==> src/rtl/bcd_pkg.sv <==
// Shared constants, FSM encoding and digit helpers for the BCD down-counter.
package bcd_pkg;

  localparam int BCD_DIGIT_W = 4;
  localparam logic [BCD_DIGIT_W-1:0] BCD_DIGIT_MAX = 4'd9;

  typedef enum logic {
    ST_IDLE = 1'b0,
    ST_RUN  = 1'b1
  } state_t;

  function automatic logic bcd_digit_illegal(input logic [BCD_DIGIT_W-1:0] d);
    return (d > BCD_DIGIT_MAX);
  endfunction

  function automatic logic [BCD_DIGIT_W-1:0] bcd_clamp_digit(input logic [BCD_DIGIT_W-1:0] d);
    return bcd_digit_illegal(d) ? BCD_DIGIT_MAX : d;
  endfunction

endpackage

==> src/rtl/bcd_down_counter_dec.sv <==
// One-digit combinational BCD decrement with borrow.
// A digit above 9 simply steps down in binary and borrows only once it reaches 0.
module bcd_digit_dec
  import bcd_pkg::*;
(
  input  logic [BCD_DIGIT_W-1:0] d,
  input  logic                   borrow_in,
  output logic [BCD_DIGIT_W-1:0] q,
  output logic                   borrow_out
);

  always_comb begin
    borrow_out = borrow_in && (d == '0);
    if (!borrow_in) begin
      q = d;
    end else if (d == '0) begin
      q = BCD_DIGIT_MAX;
    end else begin
      q = d - 4'd1;
    end
  end

endmodule

==> src/rtl/bcd_down_counter.sv <==
// Loadable DIGITS-digit BCD down-counter with done pulse and optional auto-reload.
// Build option BCD_LOAD_CHECK_EN: clamp illegal load digits to 9 and pulse err.
//
// Control inputs are level-sampled strobes; each rising edge resolves them with
// priority reset_n > load > stop > start > en. There is no back-pressure.
module bcd_down_counter
  import bcd_pkg::*;
#(
  parameter int DIGITS = 3
) (
  input  logic                  clk,
  input  logic                  reset_n,
  input  logic                  load,
  input  logic [4*DIGITS-1:0]   load_val,
  input  logic                  start,
  input  logic                  stop,
  input  logic                  en,
  input  logic                  auto_reload,
  output logic [4*DIGITS-1:0]   cnt,
  output logic                  zero,
  output logic                  done,
  output logic                  busy,
`ifdef BCD_LOAD_CHECK_EN
  output logic                  err,
`endif
  output state_t                state
);

  localparam int W = 4 * DIGITS;

  state_t         state_n;
  logic [W-1:0]   cnt_n;
  logic [W-1:0]   reload_reg;
  logic [W-1:0]   reload_n;
  logic [W-1:0]   cnt_dec;
  logic [W-1:0]   load_fix;
  logic [DIGITS:0] borrow;
  logic           done_n;

  assign borrow[0] = (state == ST_RUN) && en;

  for (genvar g = 0; g < DIGITS; g++) begin : g_digit
    bcd_digit_dec u_dig (
      .d          (cnt[4*g +: 4]),
      .borrow_in  (borrow[g]),
      .q          (cnt_dec[4*g +: 4]),
      .borrow_out (borrow[g+1])
    );
  end

`ifdef BCD_LOAD_CHECK_EN
  logic load_bad;

  always_comb begin
    load_fix = load_val;
    load_bad = 1'b0;
    for (int i = 0; i < DIGITS; i++) begin
      if (bcd_digit_illegal(load_val[4*i +: 4])) begin
        load_bad = 1'b1;
      end
      load_fix[4*i +: 4] = bcd_clamp_digit(load_val[4*i +: 4]);
    end
  end

  always_ff @(posedge clk) begin
    if (!reset_n) begin
      err <= 1'b0;
    end else begin
      err <= load && load_bad;
    end
  end
`else
  assign load_fix = load_val;
`endif

  always_comb begin
    state_n  = state;
    cnt_n    = cnt;
    reload_n = reload_reg;
    done_n   = 1'b0;
    if (load) begin
      state_n  = ST_IDLE;
      cnt_n    = load_fix;
      reload_n = load_fix;
    end else if (stop) begin
      state_n = ST_IDLE;
    end else if (state == ST_IDLE) begin
      if (start && (cnt != '0)) begin
        state_n = ST_RUN;
      end
    end else if (en) begin
      // Borrow out of the top digit means this tick found the count already at 000.
      if (borrow[DIGITS]) begin
        if (auto_reload && (reload_reg != '0)) begin
          cnt_n = reload_reg;
        end else begin
          state_n = ST_IDLE;
        end
      end else begin
        cnt_n = cnt_dec;
        if (cnt_dec == '0) begin
          done_n = 1'b1;
          if (!auto_reload) begin
            state_n = ST_IDLE;
          end
        end
      end
    end
  end

  always_ff @(posedge clk) begin
    if (!reset_n) begin
      state      <= ST_IDLE;
      cnt        <= '0;
      reload_reg <= '0;
      zero       <= 1'b1;
      done       <= 1'b0;
      busy       <= 1'b0;
    end else begin
      state      <= state_n;
      cnt        <= cnt_n;
      reload_reg <= reload_n;
      zero       <= (cnt_n == '0);
      done       <= done_n;
      busy       <= (state_n == ST_RUN);
    end
  end

endmodule
==> config.mk <==
export PLATFORM = sky130hd
export DESIGN_NAME = bcd_down_counter
export DESIGN_NICKNAME = d
export VERILOG_FILES = /design/src/rtl/bcd_pkg.sv /design/src/rtl/bcd_down_counter_dec.sv /design/src/rtl/bcd_down_counter.sv
export SDC_FILE = /design/constraint.sdc
export NUM_CORES = 1
export LEC_CHECK = 0
export ABC_AREA = 0
export BUFFER_PORTS_ARGS = -buffer_cell sky130_fd_sc_hd__buf_2
export CAP_MARGIN = 20
export CORE_MARGIN = 4
export CORE_UTILIZATION = 25
export CTS_CLUSTER_SIZE = 16
export DETAILED_ROUTE_END_ITERATION = 10
export PLACE_DENSITY = 0.52
export SLEW_MARGIN = 20
export SYNTH_ARGS = -nofsm -noshare
export SYNTH_HDL_FRONTEND = slang
export SYNTH_SLANG_ARGS = --single-unit
==> constraint.sdc <==
create_clock -name clk -period 4.9 [get_ports clk]
set_input_delay 1.47 -clock clk [delete_from_list [all_inputs] [get_ports clk]]
set_output_delay 1.47 -clock clk [all_outputs]
set_load 0.1 [all_outputs]
Yosys cells after proc, flatten, opt, wreduce, memory -nomap -nowiden:

Index checks and enable logic that the tools add are counted.

* mux-type cells: 20
* add/sub/neg operators: 3
* bitwise gates (word level): 3
* reductions and logical operators: 15

Operators with widths (number)
* 2-to-1 mux 12 bit: 6
* zero test 12 bit: 2
* 2-to-1 mux 4 bit: 6
* nonzero test 12 bit: 2
* zero test 4 bit: 3
* subtractor 4 x 1 -> 4 bit (second input constant): 3
* 2-to-1 mux 1 bit: 8
* logical AND 1 bit: 6
* OR reduction 6 bit: 1
* NOT 1 bit: 3
* OR reduction 3 bit: 1

* register bits after elaboration: 27
* input port bits: 19
* output and inout port bits: 16
* word-level logic and storage cells: 46

Depth between registers and ports, before layout:

Gate-level depths: netlist (run 1).

* depth in word-level cells: 10
* mapped depth: 9
* mapped depth without buffers: 7

By module:

A second synthesis (run 1) with hierarchy kept.

* cell total of the unflattened synthesis: 222
* area total of the unflattened synthesis: 1784.2 sq um

Modules (own cells, without submodules)
* bcd_down_counter: sequential area each 540.5 sq um, instances 1, cells an instance 189, area each 1547.7 sq um
* bcd_digit_dec: sequential area each 0.0 sq um, instances 3, cells an instance 11, area each 78.8 sq um

Worst setup path before layout (run 1):

Ideal clock, no wire load.

* path kind: input to register
* from: in stop
* to: reg zero
* arrival: 3.122 ns
* slack: 1.694 ns
* path buffers: 0
* cell stages on the path: 7
* setup time: 0.084 ns
* required time: 4.816 ns
* cells stage by stage: or3_1 -> nor4_1 -> mux2i_1 -> nor2_1 -> a211oi_1 -> nand4_1 -> o31ai_2

* cells in the longest elaborated chain, start to end: 3

RTL lines
* from (decl): line bcd_down_counter.sv:16 `input logic stop,`
* 2-to-1 mux 12 bit: line bcd_down_counter.sv:85 `end else if (stop) begin`
* 2-to-1 mux 12 bit: line bcd_down_counter.sv:81 `if (load) begin`
* zero test 12 bit: line bcd_down_counter.sv:123 `zero <= (cnt_n == '0);`
* to (signal assigned): line bcd_down_counter.sv:123
* to (decl): line bcd_down_counter.sv:20 `output logic zero,`

Every way passes these cells.
A chain may end at the register's enable or synchronous reset.

Final worst setup path (run 1):

* from: in en
* to: reg zero

* cells in the longest elaborated chain, start to end: 10
* elaborated cells on any way between the ends: 13
* classes of those cells: mux: 8; reduce/logical: 5

RTL lines
* from (decl): line bcd_down_counter.sv:17 `input logic en,`
* logical AND 1 bit: line bcd_down_counter.sv:40 `assign borrow[0] = (state == ST_RUN) && en;`
* logical AND 1 bit (2 in series): line bcd_down_counter_dec.sv:13 `borrow_out = borrow_in && (d == '0);`
* 2-to-1 mux 4 bit or logical AND 1 bit (tied branches): line bcd_down_counter_dec.sv:14, bcd_down_counter_dec.sv:13
* 2-to-1 mux 12 bit: line bcd_down_counter.sv:93 `if (borrow[DIGITS]) begin`
* 2-to-1 mux 12 bit *: line bcd_down_counter.sv:91 `end else if (en) begin`
* 2-to-1 mux 12 bit *: line bcd_down_counter.sv:87 `end else if (state == ST_IDLE) begin`
* 2-to-1 mux 12 bit *: line bcd_down_counter.sv:85
* 2-to-1 mux 12 bit *: line bcd_down_counter.sv:81
* zero test 12 bit *: line bcd_down_counter.sv:123

Every way passes the cells marked *; elsewhere a longest branch is shown, timed or not.

==> results of run 1 <==
-- kinds of logic (layout without fill, tap and decap cells) --
kind of cell | count (synthesis) | after routing
xor+xnor | 3 | 3
flops | 27 | 27
compound gates | 45 | 45
mux | 12 | 12
simple gates | 101 | 101
buf+inv | 16 | 42
-- routing by layer --
metal  track usage [%]  vias to the layer above  routed length [µm]
met3              2.92                       11                 364
li1                  -                      805                   -
met2              18.9                       75                2240
met1              16.8                      743                2380
met4              4.47                        0                 103
met5                 0                        -                   0
-- power groups by stage --
stage,clock (W),sequential [W],combinational (W)
after floorplan,0,0.000295,0.0000712
after global placement,0,0.000253,0.000147
after detailed placement,0,0.000253,0.000147
after CTS,0.000140,0.000248,0.000147
after global routing,0.000148,0.000250,0.000157
final,0.000138,0.000248,0.000148
-- layout make-up --
class	count	area [µm²]	area share, %
multi-input combinational	161	1030	54.3
tap	77	96.3	5.07
clock buffer	3	41.3	2.17
clock inverter	1	5.00	0.263
sequential	27	541	28.4
timing repair buffer	34	170	8.95
inverter	4	15.0	0.789
-- layout by cell type, fill, tap and decap left out, types with 4 or more instances in the layout --
master    Yosys  final
a211oi_1      5      5
a21oi_1      12     12
and2_1        8      8
buf_2         0     34
dfxtp_1      27     27
mux2i_1      12     12
nand2_1      12     12
nand2b_1      9      9
nand4_1       4      4
nor2_1       31     31
nor4_1        6      6
o21ai_0       7      7
or2_2         4      4
or4_1         5      5
-- how the worst max path moves through the flow --
stage | start | end | slack [ns] | cells past startpoint
final | en | zero | 1.46 | 8
after global placement | en | zero | 1.09 | 8
after detailed placement | en | zero | 1.16 | 8
after global routing | en | zero | 1.26 | 8
after CTS | en | zero | 1.47 | 8
after floorplan | stop | zero | 1.69 | 7
-- worst min-delay path: cells and delay by family (launching register included) --
kind,cells,cell delay (ns)
DFF,1,0.34
and+or+nand+nor,1,0.07
AOI/OAI and AO/OA,1,0.06
-- through the flow --
stage | hold WS [ns] | util [%] | worst slack (ns)
6_report | 0.498 | 29.6 | 1.46
5_1_grt | 0.520 | 29.6 | 1.26
4_1_cts | 0.497 | 29.6 | 1.47
3_5_place_dp | 0.479 | 28.9 | 1.16
3_3_place_gp | 0.472 | 28.9 | 1.09
2_1_floorplan | 0.453 | - | 1.69
==> impl_metrics.py, run 1 <==
metrics = {
    "status": {
        "status": "finished clean",
    },
    "place": {
        "placed_area_um2": 1860,
        "dpl.hpwl_um": 3850,
        "io_buffers": 34,
        "dp_cells": 303,
        "gp_congestion": 0.875,
    },
    "worst_setup_path": {
        "rr_startpoint": "cnt[0]",
        "r2r_end": "zero",
        "crit_type": "primary input to register",
        "startpoint_type": "primary input",
        "cp_max_fo": 11,
        "cp_slowest_stage_delay_ns": 0.59,
        "arrival_ns": 3.65,
        "crit_required_ns": 5.11,
        "r2r_cells": 7,
        "critPathTopFamily": "simple AND/OR/NAND/NOR gates",
        "end_kind": "register",
        "crit_path_cell_trace": "buf_2, nand4bb_1, nor4_1, mux2i_1, nor2_1, a211oi_1, nand4_1, o31ai_2",
        "slowest_stage": "nor4_1",
        "r2r_slack_ns": 2.27,
        "worst-path-buf-inv": 1,
    },
    "sta": {
        "timing.clock.skew_ns": 0.00570,
        "max_freq_mhz": 290,
        "tightest_slew_ns": 0.785,
        "slew_headroom_pct": 47.6,
        "setup_viol": 0,
        "slew_violations": 0,
        "rsz0062_at_grt": "no",
        "hold_violations": 0,
        "setup-tns-final_ns": 0,
        "post-route-period-util_pct": 70.3,
        "min_period_ns": 3.44,
    },
    "yosys": {
        "post_synth_mux_area_share_pct": 7.19,
        "synth-async-reset-ratio_pct": 0,
        "synthSimpleGateAreaFrac_pct": 33.8,
        "synth_area_um2": 1670,
        "synthesis.nets": 223,
        "synth_cell_type_count": 56,
        "synth_fa_ha_area_share_pct": 0,
        "synth_top_family_by_area": "simple AND/OR/NAND/NOR gates",
        "synth_compound_gate_area_share_pct": 19.3,
        "yosysSeqAreaShare_pct": 32.4,
        "synth_ff_type": "dfxtp_1",
        "synth_top_area_share_pct": 32.4,
        "synth-edff-count": 0,
        "synth.most_common_cell": "nor2_1",
        "synth_top_area_cell": "dfxtp_1",
        "synth.area.top_cells": "dfxtp_1 (32%), mux2i_1 (7.2%), nor2_1 (7.0%)",
        "syn_inst": 204,
        "synth-seq-cells": 27,
        "yosysWarnings": 0,
        "synth_xor_area_share_pct": 1.57,
        "synth_area_per_cell_um2": 8.19,
        "synth_common_cells": "nor2_1 (31), dfxtp_1 (27), a21oi_1 (12), mux2i_1 (12), nand2_1 (12)",
    },
    "clock_network": {
        "cts_htree_levels": 1,
        "numCtsBuffers": 3,
        "cts_root_buf": "clkbuf_8",
        "clk_latency_ns": 0.29,
        "cts_setup_buffers": 0,
        "hold_buffers": 0,
        "clock-sinks": 27,
        "clk_pin_slew_worst_paths_ns": 0.11,
        "cts_tree": "done",
        "clockBufferDepth": 2,
        "cts.repair.resized": 0,
    },
    "floorplan": {
        "num_io_pins": 35,
        "dieHeight_um": 89.7,
        "fp.dieW_um": 89.7,
        "coreArea_um2": 6420,
        "start_util_pct": 26.0,
        "rows": 29,
        "die_area_um2": 8050,
    },
    "min_path": {
        "holdPathEnd": "reload_reg[4]",
        "hold_path.class": "register to register",
        "hp-start": "reload_reg[4]",
        "whs_path_depth": 2,
    },
    "drt": {
        "avgViaCountPerCell": 5.32,
        "wl_um": 5090,
        "drtPass1Iterations": 4,
        "vias": 1634,
        "antenna_left": 0,
        "drt-wirelength-per-cell_um": 16.6,
        "first_iter_violations": 149,
        "drc": 0,
    },
    "global_routing": {
        "grt_pass1_wl_um": 8150,
        "overflow": 0,
        "grt_pass1_vias": 1598,
        "track_usage_pct": 12.3,
        "grt_antenna_before_repair": 0,
        "grt_max_degree": 43,
    },
    "flow_run": {
        "cap_violations": 0,
    },
    "finish": {
        "n_antenna_cell": 0,
        "fin_area_um2": 1900,
        "layout-drive-gt1-share_pct": 23.0,
        "fillers": 697,
        "syn_to_final_growth_pct": 13.9,
        "finalNetCount": 250,
        "finalNonFillerCells": 307,
    },
    "power": {
        "power_frac_comb_pct": 27.6,
        "power-per-cell-area_nw_per_um2": 281,
        "power_w": 0.000534,
        "swShare_pct": 37.7,
        "p_int_w": 0.000333,
        "pwr-share-clk_pct": 25.9,
        "ir_drop_mv": 0.119,
        "switchingPower_w": 0.000202,
        "leakage_nw": 0.755,
        "p_seq_share_pct": 46.5,
    },
}
Note: power is estimated with default switching activity, not from simulation.
==> run 2, diff against run 1 <==
==> constraint.sdc (replaced) <==
create_clock -name clk -period 3.44 [get_ports clk]
set_input_delay 1.032 -clock clk [delete_from_list [all_inputs] [get_ports clk]]
set_output_delay 1.032 -clock clk [all_outputs]
set_load 0.1 [all_outputs]
==> impl_metrics.py, run 2 (synthesis results as in run 1) <==
metrics = {
    "status": {
        "status": "finished clean",
    },
    "global_routing": {
        "track_usage_pct": 13.1,
        "grt_max_degree": 26,
        "overflow": 0,
        "grt_pass1_wl_um": 8580,
        "grt_antenna_before_repair": 0,
        "grt_pass1_vias": 1696,
    },
    "sta": {
        "max_freq_mhz": 335,
        "min_period_ns": 2.98,
        "post-route-period-util_pct": 86.8,
        "slew_violations": 0,
        "setup_slack_ns": 0.456,
        "timing.clock.skew_ns": 0.00650,
        "setup-tns-final_ns": 0,
        "hold_violations": 0,
        "tightest_slew_ns": 0.551,
        "setup_viol": 0,
        "rsz0062_at_grt": "no",
        "slew_headroom_pct": 63.3,
    },
    "clock_network": {
        "clockBufferDepth": 2,
        "cts.repair.resized": 0,
        "cts_setup_buffers": 0,
        "clock-sinks": 27,
        "cts_htree_levels": 1,
        "clk_pin_slew_worst_paths_ns": 0.10,
        "cts_tree": "done",
        "hold_buffers": 0,
        "cts_root_buf": "clkbuf_8",
        "numCtsBuffers": 3,
        "clk_latency_ns": 0.28,
    },
    "floorplan": {
        "dieHeight_um": 89.7,
        "die_area_um2": 8050,
        "fp.dieW_um": 89.7,
        "coreArea_um2": 6420,
        "rows": 29,
        "start_util_pct": 26.0,
        "num_io_pins": 35,
    },
    "drt": {
        "avgViaCountPerCell": 5.39,
        "drc": 0,
        "top_layer": "met4",
        "first_iter_violations": 102,
        "met1_length_um": 2270,
        "route.met2.wl_um": 2520,
        "antenna_left": 0,
        "vias": 1683,
        "drtPass1Iterations": 4,
        "drt-wirelength-per-cell_um": 16.6,
        "met3WireLength_um": 294,
        "wl_um": 5190,
    },
    "finish": {
        "n_antenna_cell": 0,
        "layout-drive-gt1-share_pct": 24.7,
        "final_cell_mix": "buf_2 (34), nor2_1 (31), dfxtp_1 (27)",
        "finalNonFillerCells": 312,
        "fillers": 687,
        "final_common_cell": "buf_2",
        "finalNetCount": 255,
        "syn_to_final_growth_pct": 16.1,
        "fin_area_um2": 1940,
    },
    "min_path": {
        "hold_path.class": "register to register",
    },
    "power": {
        "power-per-cell-area_nw_per_um2": 388,
        "ir_drop_mv": 0.139,
        "leakage_nw": 0.777,
        "power_w": 0.000752,
    },
    "worst_setup_path": {
        "end_kind": "register",
        "cp_slowest_stage_delay_ns": 0.58,
        "crit_type": "primary input to register",
        "slowest_stage": "or4_1",
        "cp_max_fo": 7,
        "crit_required_ns": 3.63,
        "startpoint_type": "primary input",
        "crit_path_cell_trace": "buf_2, nor4bb_1, and4_1, nand2_1, nor2_1, a211oi_1, or4_1, o31ai_2",
        "arrival_ns": 3.18,
    },
    "place": {
        "dp_cells": 308,
        "io_buffers": 34,
        "placed_area_um2": 1890,
        "pre_cts_slack_ns": 0.286,
        "dpl.hpwl_um": 3930,
        "gp_congestion": 0.867,
    },
    "flow_run": {
        "cap_violations": 0,
    },
}
[run 2: final timing paths]
check,start,end,slack [ns],depth (start not counted)
min reg2reg,reload_reg[8],reload_reg[8],0.49,2
max,en,zero,0.46,8
min,reload_reg[8],reload_reg[8],0.49,2
max reg2reg,cnt[4],zero,0.79,7
[run 2: where the power goes]
part / internal (W) / total (W) / switching, W
Sequential: 0.000330 / 0.000354 / 0.0000236
Combinational: 0.0000636 / 0.000212 / 0.000148
Clock: 0.0000814 / 0.000187 / 0.000105
[run 2: critical path, delay by kind of cell]
kind	cells	cell delay [ns]
AO/OA/AOI/OAI	2	0.29
AND/OR/NAND/NOR	5	1.73
buffers and inverters	1	0.12
[run 2: routing by layer]
layer,global-route usage (%),vias to the layer above
met5,0,-
met4,4.47,0
met3,2.00,8
met2,21.6,55
met1,17.5,803
li1,-,817
[run 2: through the flow]
step	hold WS (ns)	utilization [%]
2_1_floorplan	0.453	-
3_3_place_gp	0.476	29.5
3_5_place_dp	0.479	29.5
4_1_cts	0.498	30.2
5_1_grt	0.519	30.2
6_report	0.494	30.2
[run 2: area by class of cell]
| cell class | instances | area (µm²) | share of cell area [%] |
|---|---|---|---|
| multi-input combinational | 161 | 1030 | 53.3 |
| tap | 77 | 96.3 | 4.97 |
| clock buffer | 3 | 41.3 | 2.13 |
| sequential | 27 | 541 | 27.9 |
| clock inverter | 1 | 5.00 | 0.258 |
| timing repair buffer | 39 | 208 | 10.7 |
| inverter | 4 | 15.0 | 0.774 |
